==> src/rtl/mul_32bits_seq.sv <==
// Sequential unsigned 32x32->64 shift-add multiplier sharing one adder_32bits.
// Optional build macro MUL_EARLY_EXIT_EN finishes as soon as the remaining multiplier bits are zero.

module adder_32bits (
  input  logic [31:0] a,
  input  logic [31:0] b,
  input  logic        ci,
  output logic [31:0] s,
  output logic        co
);
  assign {co, s} = {1'b0, a} + {1'b0, b} + {32'd0, ci};
endmodule

module mul_32bits_seq (
  input  logic        clk,
  input  logic        rst,
  input  logic        start,
  input  logic [31:0] a,
  input  logic [31:0] b,
  output logic        busy,
  output logic        done,
  output logic [63:0] p
);
  typedef enum logic [1:0] {IDLE, RUN, DONE} state_t;

  state_t      state_reg, state_next;
  logic [31:0] m_reg, h_reg, q_reg;
  logic [5:0]  k_reg;
  logic [63:0] p_reg;

  logic [31:0] add_b, sum;
  logic        carry;
  logic [63:0] shifted;
  logic        last_iter;
  logic        exit_now;

  assign add_b = q_reg[0] ? m_reg : 32'd0;

  adder_32bits u_add (
    .a  (h_reg),
    .b  (add_b),
    .ci (1'b0),
    .s  (sum),
    .co (carry)
  );

  // Carry-out becomes the new MSB so the 65-bit sum never loses a bit.
  assign shifted   = {carry, sum, q_reg[31:1]};
  assign last_iter = (k_reg == 6'd31);

`ifdef MUL_EARLY_EXIT_EN
  logic [31:0] rem_mask;
  logic [63:0] early_p;
  assign rem_mask = 32'hFFFF_FFFF >> k_reg;
  assign exit_now = ((q_reg & rem_mask) == 32'd0);
  // Partial sum sits 32-k bits above the product alignment.
  assign early_p  = {h_reg, q_reg} >> (7'd32 - {1'b0, k_reg});
`else
  assign exit_now = 1'b0;
`endif

  always_comb begin
    state_next = state_reg;
    case (state_reg)
      IDLE:    if (start) state_next = RUN;
      RUN:     if (exit_now || last_iter) state_next = DONE;
      DONE:    state_next = start ? RUN : IDLE;
      default: state_next = IDLE;
    endcase
  end

  always_ff @(posedge clk) begin
    if (rst) begin
      state_reg <= IDLE;
      m_reg     <= 32'd0;
      h_reg     <= 32'd0;
      q_reg     <= 32'd0;
      k_reg     <= 6'd0;
      p_reg     <= 64'd0;
    end else begin
      state_reg <= state_next;
      case (state_reg)
        IDLE, DONE: begin
          if (start) begin
            m_reg <= a;
            q_reg <= b;
            h_reg <= 32'd0;
            k_reg <= 6'd0;
          end
        end
        RUN: begin
`ifdef MUL_EARLY_EXIT_EN
          if (exit_now) begin
            p_reg <= early_p;
          end else
`endif
          begin
            h_reg <= shifted[63:32];
            q_reg <= shifted[31:0];
            k_reg <= k_reg + 6'd1;
            if (last_iter) p_reg <= shifted;
          end
        end
        default: ;
      endcase
    end
  end

  assign busy = (state_reg == RUN);
  assign done = (state_reg == DONE);
  assign p    = p_reg;
endmodule
==> config.mk <==
export PLATFORM = sky130hd
export DESIGN_NAME = mul_32bits_seq
export DESIGN_NICKNAME = d
export VERILOG_FILES = /design/src/rtl/mul_32bits_seq.sv
export SDC_FILE = /design/constraint.sdc
export NUM_CORES = 1
export LEC_CHECK = 0
export CORE_MARGIN = 2
export CORE_UTILIZATION = 40
export DETAILED_ROUTE_END_ITERATION = 8
export PLACE_DENSITY = 0.73
export SYNTH_ARGS = -nofsm -noshare
export SYNTH_HDL_FRONTEND = slang
export SYNTH_HIERARCHICAL = 1
export SYNTH_SLANG_ARGS = --single-unit
==> constraint.sdc <==
create_clock -name clk -period 9.7 [get_ports clk]
set_input_delay 1.94 -clock clk [delete_from_list [all_inputs] [get_ports clk]]
set_output_delay 1.94 -clock clk [all_outputs]
set_load 0.01 [all_outputs]
== Word-level counts from Yosys, hierarchy flattened ==
Cells that the tools add are included.
Word-level totals
  logic and storage cells: 32
  bits in registers: 168
  output and inout bits: 66
  input port bits: 67
Operators by class
  equal/unequal tests: 6
  $add $sub $neg: 2
  mux-type cells: 11
  reduce and logical (&&, ||, !) cells: 7
Operators by type and width (count)
  $pmux 32 s2: 2
  $mux 32: 3
  $add 32x32->33: 1
  $pmux 6 s2: 1
  $reduce_and 2->1: 4
  $add 6x1->6 const B: 1
  $eq 6x5->1 const B: 1
  $mux 6: 1
  $pmux 2 s3: 1
  $mux 2: 2
  $ne 2x2->1 const B: 2
  $eq 2x1->1 const B: 1
  $eq 2x2->1 const B: 1
  $logic_not 2->1: 1
  $ne 2x1->1 const B: 1
  $reduce_bool 2->1: 1
  $reduce_or 2->1: 1
  $mux 1: 1

== Logic depth before layout (Yosys ltp) ==
Gate-level depths: netlist of the first run.
  depth after elaboration: 4
  depth in mapped cells: 13
  depth with buffers taken out: 12

== Modules after synthesis ==
The synthesis of the first run kept the hierarchy.
By module, submodules not included
  mul_32bits_seq: cells an instance 784, seq. area each 3363.2 um2, instances 1, area each 6985.4 um2
  adder_32bits: cells an instance 259, seq. area each 0.0 um2, instances 1, area each 1854.3 um2

== Worst setup path before layout of the first run ==
No wires, ideal clock.
  kind: register -> register
  start point: reg q_reg[0]
  end point: reg p_reg[59], in the netlist p[59]
  required time: 9.628 ns
  path buffers: 1
  clock period less this slack: 3.051 ns
  data arrival time: 2.979 ns
  slack: 6.649 ns
  library setup time: 0.072 ns
  cell stages (with the launch flop): 14
  cell sequence: dfxtp_1 -> clkbuf_1 -> and2_1 -> fa_1 -> fa_1 -> a21oi_1 -> o32ai_1 -> o211ai_2 -> a21o_1 -> o21ai_2 -> a21o_1 -> a311oi_1 -> nand2b_1 -> mux2i_1
On the way
  word-level cells in the longest chain between the ends: 2
RTL lines
  start, declared: line 27  | logic [31:0] m_reg, h_reg, q_reg;
  start signal, assigned: line 99  | q_reg <= shifted[31:0];
  $mux 32: line 37  | assign add_b = q_reg[0] ? m_reg : 32'd0;
  named net add_b[0]: line 31  | logic [31:0] add_b, sum;
  $add 32x32->33: line 11  | assign {co, s} = {1'b0, a} + {1'b0, b} + {32'd0, ci};
  named net sum[28]: line 31
  end signal, assigned: line 101  | if (last_iter) p_reg <= shifted;
  end, declared: line 29  | logic [63:0] p_reg;
The timed path passes the listed nets, and every way through them passes these cells.
A chain may end at the register's enable or synchronous reset.

== Final worst setup path of the first run ==
  start point: reg state_reg[0]
  end point: out busy
On the way
  word-level cells in the longest chain between the ends: 1
RTL lines
  start, declared: line 26  | state_t state_reg, state_next;
  start signal, assigned: line 81  | state_reg <= state_next;
  $eq 2x1->1: line 109  | assign busy = (state_reg == RUN);
  end, declared: line 20  | output logic busy,
No other way between the ends.

==> flow_summary.json, run 1 <==
{
  "status": "complete, no violations",
  "hold_path_depth": 2,
  "die-area_um2": 23300,
  "min_from": "m_reg[31]",
  "routabilityCongestion": 0.897,
  "largest_reg_flops": 64,
  "slew_headroom_pct": 25.4,
  "start_util_pct": 40.6,
  "drv_slew": 0,
  "reg2regPathDepth": 13,
  "synth-seq-cells": 168,
  "synth_common_cells": "dfxtp_1, a21oi_1, nand2b_1, nand2_1, nand3_1",
  "ir_worst_vdd_mv": 0.120,
  "antenna_found_initial": 0,
  "ys_seq_area_share_pct": 38.0,
  "cts_buffers": 17,
  "min_to": "m_reg[31]",
  "cts-root-buf": "clkbuf_16",
  "dp_hpwl_um": 13900,
  "max_stage_delay_ns": 0.66,
  "clk_latency_ns": 0.43,
  "track_usage_pct": 17.8,
  "synth_edf_count": 0,
  "post-route-util_pct": 49.6,
  "synth.most_common_cell": "dfxtp_1",
  "insertedDiodeCount": 0,
  "syn-cell-area_um2": 8840,
  "critical_path_depth": 4,
  "cp-end-kind": "output port",
  "rows": 54,
  "final_antenna_net_count": 0,
  "whs_ns": 0.451,
  "grt_pass1_vias": 7244,
  "crit_path_max_fanout": 71,
  "fin_crit_sh_pct": 41.9,
  "post-route-drc-count": 0,
  "hold_path_class": "reg2reg",
  "syn-num-nets": 1144,
  "cp-start-kind": "register",
  "wire_per_inst_um": 14.8,
  "htreeDepth": 4,
  "ctsResizeCount": 0,
  "power_leakage_nw": 3.91,
  "ys.flop_type": "dfxtp_1",
  "drive_gt1_share_pct": 5.18,
  "dr.pass1.iters": 5,
  "path_class": "reg2out",
  "cap_violations": 0,
  "synthArstFlopShare_pct": 0,
  "p_per_area_nw_per_um2": 142,
  "ff2ff_setup_slack_ns": 5.93,
  "dr_total_vias": 7504,
  "overflow": 0,
  "synthCells": 1043,
  "r2r-end": "p[51]",
  "crit_buf_inv": 3,
  "die_x_um": 153,
  "yosysWarnings": 6,
  "tightest_slew_ns": 1.12,
  "grt_max_degree": 129,
  "fin_nets": 1228,
  "finalHoldViolCount": 0,
  "instances_no_fill": 1420,
  "finalPower_mw": 1.53,
  "skew_ns": 0.0129,
  "dp.cells": 1388,
  "critPathArrivalTime_ns": 2.13,
  "yosys.area.top_type": "dfxtp_1",
  "drtIter0Drc": 635,
  "clockBufferDepth": 2,
  "core_area_um2": 21800,
  "cts_tree": "built",
  "ys_top_cells_by_area": "dfxtp_1, nand2b_1, a21oi_1",
  "buffer_ports.inserted": 132,
  "die_h_um": 153,
  "cp_data_required_time_ns": 7.76,
  "cts.clk_slew.worst_paths_ns": 0.07,
  "routed_via_density": 5.28,
  "setup_tns_ns": 0,
  "synthDistinctLibCells": 62,
  "reg2reg_from": "q_reg[0]",
  "rsz0062_at_grt": "false",
  "path_delay_family": "buffers and inverters",
  "hold_buffers": 0,
  "fmax_mhz": 246,
  "crit_path_cell_trace": "nand2b_2 > buf_4 > inv_2 > clkdlybuf4s50_1",
  "area_growth_syn_to_layout_pct": 22.0,
  "cpMaxStageDelayCell": "buf_4",
  "finalSetupViolations": 0,
  "wirelength_um": 21100,
  "pin_count": 133,
  "grt_pass1_wl_um": 34700,
  "num-fill-cells": 2096,
  "synth_area_per_cell_um2": 8.48,
  "synth_top_area_share_pct": 38.0,
  "cts.sinks": 168,
  "fin_crit_ns": 4.07,
  "post-cts-setup-buffers": 0
}
==> layer usage <==
metal | GRT usage, % | wire, µm
met1 | 23.6 | 10000
met2 | 29.4 | 9850
met3 | 3.87 | 862
met4 | 4.72 | 318
met5 | 0 | 0
==> cells in the final DEF, fill, tap and decap left out, types with 2 or more instances in the layout <==
master and count:
o21ai_1 8, o31ai_1 4, a22oi_1 33, and3_1 5, clkdlybuf4s50_1 131, o21bai_1 5, a21oi_1 134, a21boi_1 2
inv_6 6, nor3b_1 3, a211oi_1 7, nand2_1 120, nand2b_1 129, and2_1 33, or3_1 5, mux2i_1 65
ha_1 32, xnor2_1 10, inv_1 7, nand3_1 74, nor3_1 7, inv_8 4, fa_1 2, nand4_1 10
dfxtp_1 168, clkbuf_16 17, clkinv_8 4, o21ai_0 12, xor2_1 15, nor2b_1 3, mux2_2 3, nor2_1 22
o211ai_1 4, a21o_1 12, buf_4 7, a211o_1 3, o21a_1 4
==> power by group <==
group          switching [mW]  leakage [nW]  internal, mW
clock network           0.327         0.289         0.348
registers              0.0139          1.36         0.708
logic                  0.0743          2.26        0.0576
total                   0.415          3.91          1.11
==> worst min-delay path, stage by stage, from the launching register on <==
cell and delay [ns]:
dfxtp_1 0.31, nand2_1 0.05, a21oi_1 0.05
==> worst max-delay path by stage <==
stage                 startpoint       end  slack (ns)
floorplan               q_reg[0]     p[59]        6.65
global placement             rst  k_reg[5]        5.79
detailed placement           rst  k_reg[3]        5.77
CTS                 state_reg[0]      busy        5.61
global route        state_reg[0]      busy        5.52
finish              state_reg[0]      busy        5.63
==> area by class of cell <==
| class | count | area (µm²) | area share (%) |
|---|---|---|---|
| multi-input combinational | 792 | 5070 | 47.0 |
| sequential | 168 | 3360 | 31.2 |
| timing repair buffer | 139 | 1380 | 12.7 |
| clock buffer | 17 | 425 | 3.94 |
| tap | 280 | 350 | 3.25 |
| clock inverter | 15 | 170 | 1.58 |
| inverter | 9 | 33.8 | 0.313 |
==> cells by family (layout without fill, tap and decap cells) <==
family,count (synthesis),count (layout),share of synthesized area [%]
AND/OR/NAND/NOR,424,424,25.4
AO/OA/AOI/OAI,240,240,16.6
flip-flops,168,168,38.0
buffers and inverters,83,180,4.80
multiplexers,68,68,7.74
adder cells (fa/ha/maj),34,34,4.98
XOR/XNOR,25,25,2.48
other,1,1,0.0424
==> metrics by stage <==
step | area, µm² | setup slack [ns]
finish | 10800 | 5.63
detailed placement | 10200 | 5.77
floorplan | 8840 | 6.65
global route | 10800 | 5.52
global placement | 10200 | 5.79
CTS | 10800 | 5.61
(Power assumes the default switching activity.)
==> inputs of run 2 (changes only) <==
- PLACE_DENSITY: 0.73 -> 0.75
- clock period: 9.7 -> 3.51 ns (I/O delays scaled with it)
==> flow_summary.json, run 2 (synthesis gave the netlist of run 1 again) <==
{
  "fin_nets": 1237,
  "hold_path_class": "reg2reg",
  "setup_tns_ns": 0,
  "cts-root-buf": "clkbuf_16",
  "clk_latency_ns": 0.43,
  "dr_total_vias": 7656,
  "finalHoldViolCount": 0,
  "start_util_pct": 40.6,
  "hold_path_depth": 2,
  "p_per_area_nw_per_um2": 390,
  "dp_hpwl_um": 14600,
  "cp-start-kind": "register",
  "grt_pass1_vias": 7286,
  "instances_no_fill": 1430,
  "cts.sinks": 168,
  "dr.pass1.iters": 7,
  "drive_gt1_share_pct": 6.35,
  "htreeDepth": 4,
  "wire_per_inst_um": 15.1,
  "final_antenna_net_count": 0,
  "crit_path_cell_trace": "and2_1 > fa_1 > fa_1 > a21oi_1 > o32ai_1 > o211ai_2 > a21o_1 > o21ai_2 > a21o_1 > a311oi_2 > nand2_1 > a21oi_1",
  "post-route-drc-count": 0,
  "reg2regPathDepth": 12,
  "tightest_slew_ns": 0.818,
  "pin_count": 133,
  "grt_pass1_wl_um": 35800,
  "status": "complete, no violations",
  "clockBufferDepth": 2,
  "fmax_mhz": 303,
  "die-area_um2": 23300,
  "antenna_found_initial": 1,
  "core_area_um2": 21800,
  "die_x_um": 153,
  "hold_buffers": 0,
  "cap_violations": 0,
  "cp_data_required_time_ns": 3.87,
  "path_delay_family": "compound AO/OA/AOI/OAI gates",
  "overflow": 0,
  "rows": 54,
  "critPathArrivalTime_ns": 3.66,
  "area_growth_syn_to_layout_pct": 23.4,
  "crit_path_max_fanout": 14,
  "r2r-end": "h_reg[27]",
  "wirelength_um": 21500,
  "drtIter0Drc": 562,
  "final_cell_mix": "dfxtp_1, a21oi_1, clkdlybuf4s50_1, nand2b_1, nand2_1",
  "slew_headroom_pct": 45.5,
  "cp-end-kind": "register",
  "max_stage_delay_ns": 0.45,
  "path_class": "reg2reg",
  "cts_buffers": 17,
  "ir_worst_vdd_mv": 0.265,
  "min_to": "m_reg[28]",
  "reg2reg_from": "q_reg[0]",
  "die_h_um": 153,
  "buffer_ports.inserted": 132,
  "rsz0062_at_grt": "false",
  "ff2ff_setup_slack_ns": 0.21,
  "fin_crit_ns": 3.30,
  "cts.clk_slew.worst_paths_ns": 0.07,
  "dp.cells": 1396,
  "min_from": "m_reg[28]",
  "finalSetupViolations": 0,
  "crit_buf_inv": 0,
  "grt_max_degree": 89,
  "routabilityCongestion": 0.873,
  "finalPower_mw": 4.25,
  "track_usage_pct": 18.2,
  "final_common_cell": "dfxtp_1",
  "skew_ns": 0.0169,
  "cts_tree": "built",
  "fin_crit_sh_pct": 94.0,
  "routed_via_density": 5.35,
  "drv_slew": 0,
  "largest_reg_flops": 64,
  "power_leakage_nw": 3.95,
  "cpMaxStageDelayCell": "fa_1"
}
## run 2: cell types whose count changed in the layout (fill, tap and decap cells not counted), sizes merged
cell,previous run,this run
clkinv,5,8
inv,18,15
diode,0,1
buf,8,17
## run 2: area by class of cell
class	instances	area (µm²)
diodes	1	2.50
clock buffers	17	425
clock inverters	15	176
fillers	2114	10900
inverters	9	33.8
multi-input cells	792	5090
flip-flops and latches	168	3360
well taps	280	350
repair buffers	148	1460
## run 2: per-stage QoR
step	hold slack (ns)	setup slack [ns]	util, %	cell area [µm²]
floorplan	0.432	0.459	-	8840
global placement	0.442	0.240	47.2	10300
detailed placement	0.445	0.121	47.2	10300
CTS	0.455	0.0926	50.0	10900
global route	0.469	0.0165	50.1	10900
finish	0.454	0.212	50.1	10900
## run 2: worst reg2reg max path: stages, from the launching register on
cell and delay (ns):
dfxtp_2 0.39, and2_1 0.19, fa_1 0.45, fa_1 0.42, a21oi_1 0.24, o32ai_1 0.15
o211ai_2 0.32, a21o_1 0.25, o21ai_2 0.12, a21o_1 0.21, a311oi_2 0.27, nand2_1 0.09
a21oi_1 0.15
## run 2: per-layer routing
metal	vias to the layer above	part of all wire, %	global-route usage (%)
li1	3810	-	-
met1	3604	46	24.3
met2	214	47	29.2
met3	28	5.6	4.66
met4	0	1.6	5.42
met5	-	0	0
## run 2: how the worst max path moves through the flow
stage	end	slack, ns	cells after the start	start
finish	h_reg[27]	0.21	12	q_reg[0]
global route	p[57]	0.02	12	q_reg[0]
CTS	p[57]	0.09	12	q_reg[0]
detailed placement	h_reg[27]	0.12	12	q_reg[0]
global placement	h_reg[25]	0.24	12	q_reg[0]
floorplan	p[59]	0.46	13	q_reg[0]
## run 2: what timing repair did
item,4_1_cts,5_1_grt
setup endpoints to repair,0,20
setup buffers,0,1
gates resized for setup,0,6
## run 2: power breakdown
part | total [mW] | internal, mW | switching (mW)
clock network | 1.88 | 0.964 | 0.914
logic | 0.373 | 0.167 | 0.206
registers | 2.00 | 1.96 | 0.0390
total | 4.25 | 3.09 | 1.16
